File: config.mk
export PLATFORM = sky130hd
export DESIGN_NAME = fetch_unit
export DESIGN_NICKNAME = d
export VERILOG_FILES = /design/src/rtl/fetch_pkg.sv /design/src/rtl/fetch_unit.sv
export SDC_FILE = /design/constraint.sdc
export NUM_CORES = 1
export LEC_CHECK = 0
export CORE_MARGIN = 2
export CORE_UTILIZATION = 50
export DETAILED_ROUTE_END_ITERATION = 10
export PLACE_DENSITY = 0.86
export SKIP_LAST_GASP = 1
export SYNTH_ARGS = -nofsm -noshare
export SYNTH_HDL_FRONTEND = slang
export SYNTH_SLANG_ARGS = --single-unit
File: constraint.sdc
create_clock -name clk -period 2.4 [get_ports clk]
set_input_delay 0.72 -clock clk [delete_from_list [all_inputs] [get_ports clk]]
set_output_delay 0.72 -clock clk [all_outputs]
set_load 0.01 [all_outputs]
File: src/rtl/fetch_pkg.sv
// fetch_pkg: shared types and constants for the instruction-fetch stage.
//   - fetch FSM state encoding
//   - opcode field bounds inside a 16-bit instruction word
//   - opcodes of the two-word (opcode + 16-bit immediate) instructions
//   - is_two_word(): opcode classifier used by the fetch FSM
package fetch_pkg;

   localparam int ADDR_W  = 32;
   localparam int INSTR_W = 16;
   localparam int OPC_HI  = 15;
   localparam int OPC_LO  = 11;
   localparam int OPC_W   = OPC_HI - OPC_LO + 1;

   typedef enum logic [1:0] {
      RV_HI = 2'd0,
      RV_LO = 2'd1,
      OP    = 2'd2,
      IMM   = 2'd3
   } fetch_state_e;

   // Opcodes followed by a 16-bit immediate word
   localparam logic [OPC_W-1:0] OPC_LDM  = 5'h0C;
   localparam logic [OPC_W-1:0] OPC_IADD = 5'h0D;
   localparam logic [OPC_W-1:0] OPC_LDD  = 5'h0E;
   localparam logic [OPC_W-1:0] OPC_STD  = 5'h0F;
   localparam logic [OPC_W-1:0] OPC_JMPI = 5'h10;

   function automatic logic is_two_word(input logic [OPC_W-1:0] opc);
      logic two;
      case (opc)
         OPC_LDM, OPC_IADD, OPC_LDD, OPC_STD, OPC_JMPI: two = 1'b1;
         default:                                       two = 1'b0;
      endcase
      return two;
   endfunction

endpackage

File: src/rtl/fetch_unit.sv
// fetch_unit: instruction-fetch stage feeding the IF/ID pipeline register.
//   Owns the PC, loads the reset vector from memory words 0/1, assembles
//   one- and two-word instructions, and handles stall / redirect.
// Ports:
//   clk, rst              clock, synchronous active-high reset
//   memData               instruction word at memAddress (same cycle)
//   memAddress, memStall  instruction memory address / NOP-forcing stall
//   stallIn               hazard stall: freeze PC, state and IF/ID
//   branchTaken/Target    redirect request and new PC
//   ifid*                 IF/ID register: opcode word, immediate,
//                         return address, valid
//
// state | meaning
// RV_HI | reading reset-vector upper half from word 0
// RV_LO | reading reset-vector lower half from word 1, then jump to it
// OP    | fetching an opcode word
// IMM   | fetching the immediate word of a two-word instruction
module fetch_unit
   import fetch_pkg::*;
#(
   parameter int ADDR_W  = fetch_pkg::ADDR_W,
   parameter int INSTR_W = fetch_pkg::INSTR_W,
   parameter int OPC_HI  = fetch_pkg::OPC_HI,
   parameter int OPC_LO  = fetch_pkg::OPC_LO
) (
   input  logic               clk,
   input  logic               rst,
   input  logic [INSTR_W-1:0] memData,
   output logic [ADDR_W-1:0]  memAddress,
   output logic               memStall,
   input  logic               stallIn,
   input  logic               branchTaken,
   input  logic [ADDR_W-1:0]  branchTarget,
   output logic [INSTR_W-1:0] ifidInstruction,
   output logic [INSTR_W-1:0] ifidImmediate,
   output logic [ADDR_W-1:0]  ifidPc,
   output logic               ifidValid
);

   fetch_state_e       r_state;
   fetch_state_e       w_state_nxt;
   logic [ADDR_W-1:0]  r_pc;
   logic [ADDR_W-1:0]  w_pc_inc;
   logic [INSTR_W-1:0] r_vec_hi;
   logic [INSTR_W-1:0] r_op_hold;
   logic               w_two_word;

   assign w_pc_inc   = r_pc + 1'b1;   // wraps modulo 2^ADDR_W
   assign w_two_word = is_two_word(memData[OPC_HI:OPC_LO]);

   always_ff @(posedge clk) begin
      if (rst) r_state <= RV_HI;
      else     r_state <= w_state_nxt;
   end

   always_comb begin
      w_state_nxt = r_state;
      case (r_state)
         RV_HI: w_state_nxt = RV_LO;
         RV_LO: w_state_nxt = OP;
         OP: begin
            if (branchTaken)   w_state_nxt = OP;
            else if (stallIn)  w_state_nxt = OP;
            else if (w_two_word) w_state_nxt = IMM;
            else               w_state_nxt = OP;
         end
         IMM: begin
            if (branchTaken)   w_state_nxt = OP;
            else if (stallIn)  w_state_nxt = IMM;
            else               w_state_nxt = OP;
         end
         default: w_state_nxt = RV_HI;
      endcase
   end

   always_comb begin
      memAddress = r_pc;
      memStall   = stallIn;
   end

   always_ff @(posedge clk) begin
      if (rst) begin
         r_pc            <= '0;
         r_vec_hi        <= '0;
         r_op_hold       <= '0;
         ifidInstruction <= '0;
         ifidImmediate   <= '0;
         ifidPc          <= '0;
         ifidValid       <= 1'b0;
      end else begin
         case (r_state)
            RV_HI: begin
               r_vec_hi <= memData;
               r_pc     <= ADDR_W'(1);
            end
            RV_LO: begin
               r_pc <= ADDR_W'({r_vec_hi, memData});
            end
            OP, IMM: begin
               if (branchTaken) begin
                  // any half-fetched opcode in r_op_hold is simply abandoned
                  r_pc      <= branchTarget;
                  ifidValid <= 1'b0;
               end else if (!stallIn) begin
                  r_pc <= w_pc_inc;
                  if (r_state == IMM) begin
                     ifidInstruction <= r_op_hold;
                     ifidImmediate   <= memData;
                     ifidPc          <= w_pc_inc;
                     ifidValid       <= 1'b1;
                  end else if (w_two_word) begin
                     r_op_hold <= memData;
                     ifidValid <= 1'b0;
                  end else begin
                     ifidInstruction <= memData;
                     ifidImmediate   <= '0;
                     ifidPc          <= w_pc_inc;
                     ifidValid       <= 1'b1;
                  end
               end
            end
            default: ;
         endcase
      end
   end

endmodule

---- After elaboration in Yosys (flattened, before gate mapping) ----
Cells that the tools add are included.
word-level totals
  register bits ........................... 131
  input port bits ......................... 52
  output and inout bits ................... 98
  logic and storage cells ................. 49
cells by class
  reductions and logical operators ........ 6
  eq/ne operators ......................... 11
  $add $sub $neg .......................... 1
  multiplexer cells ....................... 20
  bitwise gates (word level) .............. 3
operators by type and width
  operator                                                                 number
  32-bit 2-to-1 mux                                                        4
  32-bit case mux with 3 select lines                                      1
  16-bit 2-to-1 mux                                                        4
  32-bit by 1-bit adder with 32-bit output, second input constant          1
  5-bit by 4-bit equality test with 1-bit output, second input constant    4
  1-bit 2-to-1 mux                                                         10
  2-bit case mux with 4 select lines                                       1
  5-bit equality test, second input constant                               1
  5-bit AND reduction                                                      1
  5-bit OR reduction                                                       1
  2-bit equality test, second input constant                               2
  2-bit by 1-bit inequality test with 1-bit output, second input constant  2
  4-bit AND reduction                                                      1
  3-bit inequality test, second input constant                             1
  1-bit inverter                                                           3
  2-bit by 1-bit equality test with 1-bit output, second input constant    1
  2-bit zero test                                                          1
  2-bit AND reduction                                                      1
  2-bit OR reduction                                                       1

---- Longest topological paths before layout ----
  word-level depth ........................ 7
  gate-level depth with buffers ........... 7
  gate-level depth less buffers ........... 6

---- Worst setup path before layout ----
Ideal clock, no wire load.
  path kind ............................... input -> register
  start ................................... input memData[11]
  end ..................................... register r_op_hold[10]
  cell stages on the path ................. 6
  setup slack ............................. 0.273 ns
  library setup time ...................... 0.128 ns
  required time ........................... 2.272 ns
  data arrival time ....................... 1.999 ns
  buffers on the path ..................... 1
  path through ............................ nor4b_1 mux2i_1 nor4_4 buf_6 mux2i_1 nor2_1
on the way
  cells in the longest elaborated chain, start to end .. 4
  elaborated cells on any way between the ends .. 8
  classes of those cells .................. eq/ne (5); mux (1); reduce/logical (2)
RTL lines
  element                                                                                       RTL line           RTL
  start: declaration                                                                            fetch_unit.sv:28   input logic [INSTR_W-1:0] memData,
  5-bit by 4-bit equality test with 1-bit output / 5-bit equality test (equally long branches)  fetch_pkg.sv:30    case (opc)
  5-bit OR reduction (*)                                                                        fetch_pkg.sv:30
  1-bit 2-to-1 mux (*)                                                                          fetch_pkg.sv:30
  5-bit AND reduction (no line) (*)                                                             --
  end signal: assignment                                                                        fetch_unit.sv:112  r_op_hold <= memData;
  end: declaration                                                                              fetch_unit.sv:45   logic [INSTR_W-1:0] r_op_hold;
Every way passes the cells marked *; elsewhere a longest branch is shown, timed or not.
A chain may end at the register's enable or synchronous reset.

---- Worst setup path after layout ----
  start ................................... input memData[15]
  end ..................................... register ifidInstruction[12]
on the way
  cells in the longest elaborated chain, start to end .. 5
  elaborated cells on any way between the ends .. 9
  classes of those cells .................. eq/ne (6); mux (1); reduce/logical (2)
RTL lines
  element                                                                                       RTL line           RTL
  5-bit by 4-bit equality test with 1-bit output / 5-bit equality test (equally long branches)  fetch_pkg.sv:30
  5-bit OR reduction (*)                                                                        fetch_pkg.sv:30
  1-bit 2-to-1 mux (*)                                                                          fetch_pkg.sv:30
  2-bit by 1-bit inequality test with 1-bit output (no line) (*)                                --
  4-bit AND reduction (no line) (*)                                                             --
  end signal: assignment                                                                        fetch_unit.sv:107  ifidInstruction <= r_op_hold;
  end signal: assignment                                                                        fetch_unit.sv:115  ifidInstruction <= memData;
  end: declaration                                                                              fetch_unit.sv:34   output logic [INSTR_W-1:0] ifidInstruction,
Marked as above.

==> reports/summary.txt <==
Area after DPL - 8200 um2
CTS max path bufs - 2
Synth cell types - 62
Bufs and invs on worst path - 2
Overflow after GRT - 0
Largest net degree at the start of global routing - 76
Cts bufs inserted - 17
Tmin final - 2.30 ns
Critical Path Fanout Max - 44
Synth area leader - dfxtp_1
Global-route wire length before repair - 34000 um
Final HPWL DP - 15200 um
CTS tree - done
All-Layer GR Usage - 32.9%
Nets - 986
Post-Syn Instances - 765
Crit start category - input pin
Critical Path RT - 2.70 ns
Setup Viol. Count Final - 0
Post-Route Setup TNS - 0 ns
Initial DRC count - 806
Root buffer cell - clkbuf_16
Avg Cell Area, Syn - 8.15 um2
Max_cap viols - 0
Seq/Total Area, Yosys - 42.1%
Final Skew - 0.00720 ns
Hold crit path type - register to register
DIE AREA - 13400 um2
Hold Violations, Final - 0
Largest stage delay on the critical path - 0.50 ns
Leak - 3.09 nW
Layout cells sized above 1 - 12.1%
Outcome - finished clean
Ranking of synthesized cells by area - dfxtp_1, nand2_1, nor2_1
Die Wd - 116 um
Fill count - 906
Row count - 40
Pre-CTS WS - -0.322 ns
Critical path arrival - 2.61 ns
Chip height - 116 um
Diode count - 0
Final ANT Viol Nets - 0
Hold path cells - 2
Drc violations - 0
Core area - 12100 um2
Setup Fix Bufs, Post-CTS - 0
Clk_lat worst skew - 0.42 ns
CTS Sinks - 131
CP Depth - 7
Synth top area share - 42.1%
Post-synth EDFFs - 0
Routed length per placed instance - 19.6 um
DR pass1 iterations - 8
Synthesized flop and latch total - 131
Final instance area - 8860 um2
RSZ-0062 raised after global routing - no
Vias per inst - 6.12
Total of warnings raised by yosys - 0
Layout area overhead - 42.2%
Worst Reg2Reg Path Length in Cells - 5
Pwr Density - 694 nW/um2
I/O Buffers - 149
Starting Density - 51.4%
Tcrit/Tclk final - 95.9%
Tightest Pin Transition - 1.19 ns
Syn_nets - 818
Setup Crit Path Kind - input pin to register
GPL Wtd Cong - 0.956
Post-layout util - 73.2%
Vias - 6818
Clock transition at path regs - 0.06 ns
Final Max Slew Viols - 0
Fmax - 434 MHz
Routed WL - 21800 um
Reg2Reg Setup Slack - 0.30 ns
Mapped Area - 6230 um2
CTS H-tree lvls - 4
CP cell instances - clkdlybuf4s50_1, nor4b_1, mux2i_2, o21a_2, buf_12, nor2_1, a311oi_1
# IOs - 150
Vias in the first global route - 6494
Initial antenna violation count - 0
Slew HR - 20.4%
CP Capture Type - register
Peak VDD IR - 0.399 mV
Critical path's top delay family - buffers and inverters
Synth Flop Type - dfxtp_1
Slowest CP cell - clkdlybuf4s50_1
Setup slack after layout - 0.0972 ns
Async SR Flop Fraction - 0%
## cell families (layout without fill, tap and decap cells)
| group | Yosys count | in the layout | synth area share [%] |
|---|---|---|---|
| AO/OA/AOI/OAI | 213 | 213 | 22.6 |
| buffers and inverters | 70 | 251 | 4.84 |
| AND/OR/NAND/NOR | 301 | 301 | 23.1 |
| adder cells (fa/ha/maj) | 1 | 1 | 0.201 |
| XOR/XNOR | 32 | 32 | 4.50 |
| multiplexers | 17 | 17 | 2.75 |
| flip-flops | 131 | 131 | 42.1 |
## stage by stage
stage,hold WS [ns],power [mW],cells
2_1_floorplan,0.432,2.82,765
3_3_place_gp,0.443,3.25,1082
3_5_place_dp,0.451,3.27,1082
4_1_cts,0.459,6.13,1114
5_1_grt,0.481,6.33,1114
6_report,0.461,6.15,1114
## placed cells by master, fill, tap and decap left out, types with 6 or more instances in the layout
cell,instances
nand2b_1,6
nor4_1,7
nor3_1,19
xnor2_1,18
a21oi_1,67
clkbuf_16,17
nand4_1,10
buf_4,55
a22oi_1,17
clkdlybuf4s50_1,147
inv_1,8
xor2_1,14
dfxtp_1,131
and3_1,8
nand2_1,99
and2_1,6
a311oi_1,18
nand3_1,19
nor2_1,96
buf_12,6
mux2i_1,15
a211oi_1,27
o21ai_0,36
## worst paths after layout
| path | start | end |
|---|---|---|
| max reg2reg | memAddress[9] | memAddress[19] |
| min | r_vec_hi[15] | r_vec_hi[15] |
| max | memData[15] | ifidInstruction[12] |
| min reg2reg | r_vec_hi[15] | r_vec_hi[15] |
## cell usage after synthesis, drive strengths merged (5+ instances only)
master  number
mux2i       16
a31oi        5
nor3        24
and4         7
a311oi      18
xor2        14
nand3       20
nor4         9
nand4       11
a22oi       17
a32oi        5
inv          8
nand2      100
nand2b       6
clkbuf      39
buf         21
nor2        96
xnor2       18
dfxtp      131
and3         8
a21oi       67
o21ai       37
and2         7
o22ai        5
a221oi       5
a21o         5
a211oi      28
## area by class of cell
cell class | count | area (um2) | share of cell area, %
Tap cell | 168 | 210 | 2.37
Inverter | 10 | 37.5 | 0.424
Timing Repair Buffer | 209 | 2010 | 22.7
Clock inverter | 12 | 204 | 2.30
Clock buffer | 20 | 457 | 5.15
Multi-Input combinational cell | 564 | 3320 | 37.4
Sequential cell | 131 | 2620 | 29.6
## worst reg2reg max path, stage by stage, from the launching register on
cell and delay, ns:
dfxtp_1 0.42, nand2_1 0.22, nor3_2 0.55, nand3_1 0.36, a21oi_1 0.27, o221a_2 0.22
## report_power, final
| group | internal (mW) | switching, mW |
|---|---|---|
| Combinational | 0.410 | 0.485 |
| Sequential | 2.27 | 0.0925 |
| Clock | 1.90 | 0.987 |
| Total | 4.58 | 1.56 |
## what timing repair did
action                     in CTS  in global routing
setup endpoints to repair       1                  5
hold buffers                    0                  0
gates resized for setup         1                  1
## metal layers
| metal | global-route usage, % | up-vias | wire length (um) |
|---|---|---|---|
| li1 | - | 3101 | - |
| met1 | 41.3 | 3190 | 8470 |
| met2 | 52.8 | 425 | 10200 |
| met3 | 7.37 | 102 | 2040 |
| met4 | 17.5 | 0 | 1070 |
| met5 | 0 | - | 0 |
## sequential cells by signal, indices dropped and copies added, names as in the netlist
| signal | count |
|---|---|
| ifidPc | 32 |
| memAddress | 32 |
| ifidImmediate | 16 |
| ifidInstruction | 16 |
| r_op_hold | 16 |
| r_vec_hi | 16 |
| r_state | 2 |
| ifidValid | 1 |
No activity file was read; power rests on OpenSTA's default activity.
